`src/rtl/rf80386_prefetchq_if.sv`:
```
// Code-fetch bus between the prefetch queue (master) and memory (slave).
// Byte-wide, read-only, single outstanding cycle terminated by ack or err.
interface rf80386_prefetchq_if #(
    parameter int AW = 20
);
    logic          cyc_o;
    logic          stb_o;
    logic          we_o;
    logic [AW-1:0] adr_o;
    logic [7:0]    dat_i;
    logic          ack_i;
    logic          err_i;

    modport master (
        output cyc_o, stb_o, we_o, adr_o,
        input  dat_i, ack_i, err_i
    );

    modport slave (
        input  cyc_o, stb_o, we_o, adr_o,
        output dat_i, ack_i, err_i
    );
endinterface

```
`src/rtl/rf80386_prefetchq.sv`:
```
// rf80386 code-byte prefetch queue: fetches sequential code bytes ahead of
// the decoder into a circular FIFO; a flush restarts fetching elsewhere.
//
// state | meaning
// IDLE  | no bus cycle; start one when enabled and a slot is free
// FETCH | read outstanding at fa, waiting for ack/err
// FAULT | bus error at fa; no more reads until flush or reset
module rf80386_prefetchq #(
    parameter int            DEPTH   = 16,
    parameter int            AW      = 20,
    parameter logic [AW-1:0] RST_ADR = 'hFFFF0
) (
    input  logic                       clk_i,
    input  logic                       rst_i,
    input  logic                       en_i,
    input  logic                       flush_i,
    input  logic [AW-1:0]              flush_adr_i,
    input  logic                       q_take_i,
    output logic                       q_rdy_o,
    output logic [7:0]                 q_byte_o,
    output logic [AW-1:0]              q_adr_o,
    output logic [$clog2(DEPTH):0]     count_o,
    output logic                       flt_o,
    rf80386_prefetchq_if.master        bus
);
    localparam int PW = $clog2(DEPTH);
    localparam int CW = PW + 1;

    typedef enum logic [1:0] {IDLE, FETCH, FAULT} state_t;

    state_t          state;
    logic [7:0]      mem [DEPTH];
    logic [PW-1:0]   rd_ptr;
    logic [PW-1:0]   wr_ptr;
    logic [CW-1:0]   count;
    logic [CW-1:0]   count_nxt;
    logic [AW-1:0]   fa;
    logic [AW-1:0]   head_adr;
    logic [AW-1:0]   adr_r;
    logic            cyc_r;
    logic            stb_r;
    logic            take;
    logic            ack_ev;
    logic            err_ev;

    // Qualified events: err wins over ack, take only with a valid head.
    always_comb begin
        take      = q_take_i && (count != '0);
        ack_ev    = (state == FETCH) && bus.ack_i && !bus.err_i;
        err_ev    = (state == FETCH) && bus.err_i;
        count_nxt = count + CW'(ack_ev) - CW'(take);
    end

    // Byte storage; a flush discards the ack arriving in the same cycle.
    always_ff @(posedge clk_i) begin
        if (!rst_i && !flush_i && ack_ev)
            mem[wr_ptr] <= bus.dat_i;
    end

    // Fetch FSM, pointers, occupancy and head/fetch address tracking.
    always_ff @(posedge clk_i) begin
        if (rst_i) begin
            state    <= IDLE;
            rd_ptr   <= '0;
            wr_ptr   <= '0;
            count    <= '0;
            fa       <= RST_ADR;
            head_adr <= RST_ADR;
            adr_r    <= '1;
            cyc_r    <= 1'b0;
            stb_r    <= 1'b0;
        end else if (flush_i) begin
            state    <= IDLE;
            rd_ptr   <= '0;
            wr_ptr   <= '0;
            count    <= '0;
            fa       <= flush_adr_i;
            head_adr <= flush_adr_i;
            cyc_r    <= 1'b0;
            stb_r    <= 1'b0;
        end else begin
            count <= count_nxt;
            if (take) begin
                rd_ptr   <= rd_ptr + PW'(1);
                head_adr <= head_adr + AW'(1);
            end
            if (ack_ev) begin
                wr_ptr <= wr_ptr + PW'(1);
                fa     <= fa + AW'(1);
            end
            case (state)
                IDLE: begin
                    if (en_i && (count < CW'(DEPTH))) begin
                        state <= FETCH;
                        cyc_r <= 1'b1;
                        stb_r <= 1'b1;
                        adr_r <= fa;
                    end
                end
                FETCH: begin
                    if (err_ev) begin
                        state <= FAULT;
                        cyc_r <= 1'b0;
                        stb_r <= 1'b0;
                    end else if (ack_ev) begin
                        adr_r <= fa + AW'(1);
                        if (!(en_i && (count_nxt < CW'(DEPTH)))) begin
                            state <= IDLE;
                            cyc_r <= 1'b0;
                            stb_r <= 1'b0;
                        end
                    end
                end
                FAULT: begin
                    cyc_r <= 1'b0;
                    stb_r <= 1'b0;
                end
                default: begin
                    state <= IDLE;
                    cyc_r <= 1'b0;
                    stb_r <= 1'b0;
                end
            endcase
        end
    end

    assign q_rdy_o   = (count != '0);
    assign q_byte_o  = mem[rd_ptr];
    assign q_adr_o   = head_adr;
    assign count_o   = count;
    assign flt_o     = (state == FAULT) && (count == '0);
    assign bus.cyc_o = cyc_r;
    assign bus.stb_o = stb_r;
    assign bus.we_o  = 1'b0;
    assign bus.adr_o = adr_r;
endmodule

```
`src/flat_wrapper.sv`:
```
// flat-port wrapper written by rule: the top's interface ports become plain ports
module rf80386_prefetchq_flat 
#(
    parameter int            DEPTH   = 16,
    parameter int            AW      = 20,
    parameter logic [AW-1:0] RST_ADR = 'hFFFF0
)
  (clk_i, rst_i, en_i, flush_i, flush_adr_i, q_take_i, q_rdy_o, q_byte_o, q_adr_o, count_o, flt_o, bus_cyc_o, bus_stb_o, bus_we_o, bus_adr_o, bus_dat_i, bus_ack_i, bus_err_i);
  rf80386_prefetchq_if #(.AW(AW)) bus_i ();
  input  logic clk_i;
  input  logic rst_i;
  input  logic en_i;
  input  logic flush_i;
  input  logic [AW-1:0] flush_adr_i;
  input  logic q_take_i;
  output logic q_rdy_o;
  output logic [7:0] q_byte_o;
  output logic [AW-1:0] q_adr_o;
  output logic [$clog2(DEPTH):0] count_o;
  output logic flt_o;
  output wire logic [$bits(bus_i.cyc_o)-1:0] bus_cyc_o;
  output wire logic [$bits(bus_i.stb_o)-1:0] bus_stb_o;
  output wire logic [$bits(bus_i.we_o)-1:0] bus_we_o;
  output wire logic [$bits(bus_i.adr_o)-1:0] bus_adr_o;
  input wire logic [$bits(bus_i.dat_i)-1:0] bus_dat_i;
  input wire logic [$bits(bus_i.ack_i)-1:0] bus_ack_i;
  input wire logic [$bits(bus_i.err_i)-1:0] bus_err_i;
  assign bus_cyc_o = bus_i.cyc_o;
  assign bus_stb_o = bus_i.stb_o;
  assign bus_we_o = bus_i.we_o;
  assign bus_adr_o = bus_i.adr_o;
  assign bus_i.dat_i = bus_dat_i;
  assign bus_i.ack_i = bus_ack_i;
  assign bus_i.err_i = bus_err_i;
  rf80386_prefetchq #(.DEPTH(DEPTH), .AW(AW), .RST_ADR(RST_ADR)) u_core (.clk_i(clk_i), .rst_i(rst_i), .en_i(en_i), .flush_i(flush_i), .flush_adr_i(flush_adr_i), .q_take_i(q_take_i), .q_rdy_o(q_rdy_o), .q_byte_o(q_byte_o), .q_adr_o(q_adr_o), .count_o(count_o), .flt_o(flt_o), .bus(bus_i));
endmodule
```
`config.mk`:
```
export PLATFORM = sky130hd
export DESIGN_NAME = rf80386_prefetchq_flat
export DESIGN_NICKNAME = d
export VERILOG_FILES = /design/src/rtl/rf80386_prefetchq_if.sv /design/src/rtl/rf80386_prefetchq.sv /design/src/flat_wrapper.sv
export SDC_FILE = /design/constraint.sdc
export NUM_CORES = 1
export LEC_CHECK = 0
export BUFFER_PORTS_ARGS = -buffer_cell sky130_fd_sc_hd__buf_2
export CELL_PAD_IN_SITES_DETAIL_PLACEMENT = 1
export CELL_PAD_IN_SITES_GLOBAL_PLACEMENT = 1
export CORE_AREA = 2 2 135 137
export DETAILED_ROUTE_END_ITERATION = 8
export DIE_AREA = 0 0 137 139
export HOLD_SLACK_MARGIN = 0.05
export PLACE_DENSITY = 0.88
export SLEW_MARGIN = 5
export SYNTH_ARGS = -nofsm -noshare
export SYNTH_HDL_FRONTEND = slang
export SYNTH_SLANG_ARGS = --single-unit
```
`constraint.sdc`:
```
create_clock -name clk_i -period 6.1 [get_ports clk_i]
set_input_delay 1.83 -clock clk_i [delete_from_list [all_inputs] [get_ports clk_i]]
set_output_delay 1.83 -clock clk_i [all_outputs]
set_load 0.05 [all_outputs]
```
==> metrics <==
fin crit share=0.7865; Initial Util=0.5061; Final min period=4798 ps; final WL=24.12 mm; dpl ws=1484 ps; Synth Instances=a little under 700; layout overhead on the synthesized area=16.00%; sw power=0.9747 mW; cts repair resizes=0; Finish-stage setup viols=0; grt total ovfl=0; boundary pin count=93; DR vias=between 5k and 6k; Synth Net Count=about 730; via count of the first global-routing pass=6371; power per cell area=345.2 mW/mm^2; #FFs+latches synth=208; met3 Usage GRT=0.03618; cell internal pwr=2.604 mW; average vias per placed instance=between 5 and 6; Clock Sinks=208; Leakage=3.551 nW; die width=137 microns; # nets final=813; RSZ-0062 raised after global routing=no; slew margin rel.=0.2173; largest net degree at the start of global routing=33; H-tree levels=1; crit path max fanout=32; DRC Markers=0; clock group share of total power=0.397; maxcap violations=0; Distinct cells, synth=56; initial antenna violation count=0; Synth Flop Type=edfxtp_1; Post-synth EDFFs=128; Post-synth top cells=edfxtp_1, dfxtp_1, nor2_1, nand2_1, mux4_2; die height=139 microns; GP Congestion=0.8605; routed len/inst=about 24 microns; Antenna Nets Post-Route=0; setup TNS=0 ps; Max IR drop VDD=246.9 uV; switching part of the total=0.2724; Syn Std Cell Area=0.008936 sq mm; setup repair bufs after CTS=0; worst min path class=reg2reg; clk_lat worst skew=roughly 500 ps; Synth async-reset ratio=0; Post-Layout Cell Count=~1.0k; clock-pin slew on the worst setup and hold paths=60 ps; crit path kind=reg2out; Synth top area share=0.4301; Max Clock Freq=around 0.21 GHz; Arr. time, crit path=2970 ps; GR peak layer=met2; Die ar.=0.01904 sq mm; Crit. End Element=primary output; Total GRT Usage=0.2615; actual slew at the worst max-slew pin=~1200 ps; share of cells above drive strength 1=0.2551; Root Buffer Master=clkbuf_16; power share of the combinational group=0.157; Final Hold Viols=0; global-route wire length before repair=~38 mm; Slew Limit Fails=0; synth top area cells=edfxtp_1, dfxtp_1, mux4_2; DR pass1 iterations=4; register area share after synthesis=0.6094; area leader, netlist=edfxtp_1; CTS Buffer Depth=3; yosys warns=0; Ant. Diodes=0; sequential share of power=0.446; syn_area_per_cell=13.20 sq um; hold_buf cts=0; hold_ws=494.8 ps; clk_skew=approximately 17 ps; status=finished clean; port bufs=91; count leader, synth=edfxtp_1; Placed Instances=between 900 and 1k; CTS tree=yes; TritonCTS Buffers=23; Critical Path RT=4270 ps; row count=49; Filler cells=1767; Core Region=0.01766 sq mm; met2 Use GR=0.4567; Final WS setup=1302 ps; met1 GRT Util=0.3274; Detailed Route Iter0 Violations=slightly below 300; HPWL after DPL=17.09 mm; CP Launch Type=register
[placed cells by master, fill, tap and decap left out, types with 12 or more instances in the layout]
cell,netlist,routed
a21oi_1,36,36
buf_2,6,91
clkbuf_16,0,25
dfxtp_1,80,79
edfxtp_1,128,128
ha_1,13,13
inv_1,19,19
mux4_2,40,40
nand2_1,42,42
nand3_1,21,21
nand4_1,13,13
nor2_1,61,60
nor3_1,25,21
o21ai_0,12,12
xnor2_1,23,23
xor2_1,31,31
[worst max-delay path, stage by stage, from the launching register on]
cell	delay, ps
dfxtp_2	1070
mux4_2	650
mux4_2	500
buf_2	230
[routing by layer]
metal,vias up,part of all wire
li1,2681,-
met5,-,0
met2,205,0.52
met4,0,0.035
met3,59,0.046
met1,3014,0.40
[area by class of cell]
cell class,count,area [sq um],share of cell area
sequential,208,5446,0.5254
multi-input combinational,411,3248,0.3133
clock buffer,32,693.2,0.06687
timing repair buffer,98,508.0,0.04900
tap,229,286.5,0.02764
clock inverter,9,101.3,0.009777
inverter,22,82.58,0.007966
[kinds of logic (layout without fill, tap and decap cells)]
logic type	after synthesis	after routing	share of synthesized area
AO/OA/AOI/OAI	85	85	0.05727
adder cells (fa/ha/maj)	14	14	0.02044
XOR/XNOR	54	54	0.05293
buffers and inverters	58	161	0.02968
multiplexers	44	44	0.1054
flip-flops	208	208	0.6094
other	1	1	0.0004196
AND/OR/NAND/NOR	213	213	0.1245
[power groups by stage]
| stage | clock network (mW) | logic, mW | registers [mW] |
|---|---|---|---|
| 3_3_place_gp | 0 | 0.536 | 1.62 |
| 6_report | 1.42 | 0.563 | 1.60 |
| 2_1_floorplan | 0 | 0.373 | 1.68 |
| 5_1_grt | 1.49 | 0.613 | 1.61 |
| 3_5_place_dp | 0 | 0.563 | 1.63 |
| 4_1_cts | 1.44 | 0.569 | 1.60 |
[through the flow]
step           instance area (sq um)    util  total power [mW]
5_1_grt                        10370  0.5871             3.712
2_1_floorplan                   8936       -             2.052
6_report                       10370  0.5871             3.579
3_5_place_dp                    9572  0.5421             2.189
3_3_place_gp                    9572  0.5421             2.156
4_1_cts                        10370  0.5871             3.606
[flip-flops by register name (all words and copies together), names as in the netlist, named ones only]
name and flops:
u_core.bus.adr_o 20, u_core.bus.cyc_o 1, u_core.count_o 5, u_core.fa 20
u_core.mem 128, u_core.q_adr_o 20, u_core.rd_ptr 4, u_core.state 2
u_core.wr_ptr 4
[worst paths after layout]
check | depth (start not counted) | slack, ps | from | endpoint
worst max-delay path | 3 | 1300 | register | q_byte_o[4]
worst min-delay path | 2 | 490 | u_core.bus.adr_o[18] | u_core.bus.adr_o[18]
worst max register to register | 15 | 2550 | u_core.count_o[3] | u_core.bus.cyc_o
worst min register to register | 2 | 490 | u_core.bus.adr_o[18] | u_core.bus.adr_o[18]
Note: power is estimated with default switching activity, not from simulation.
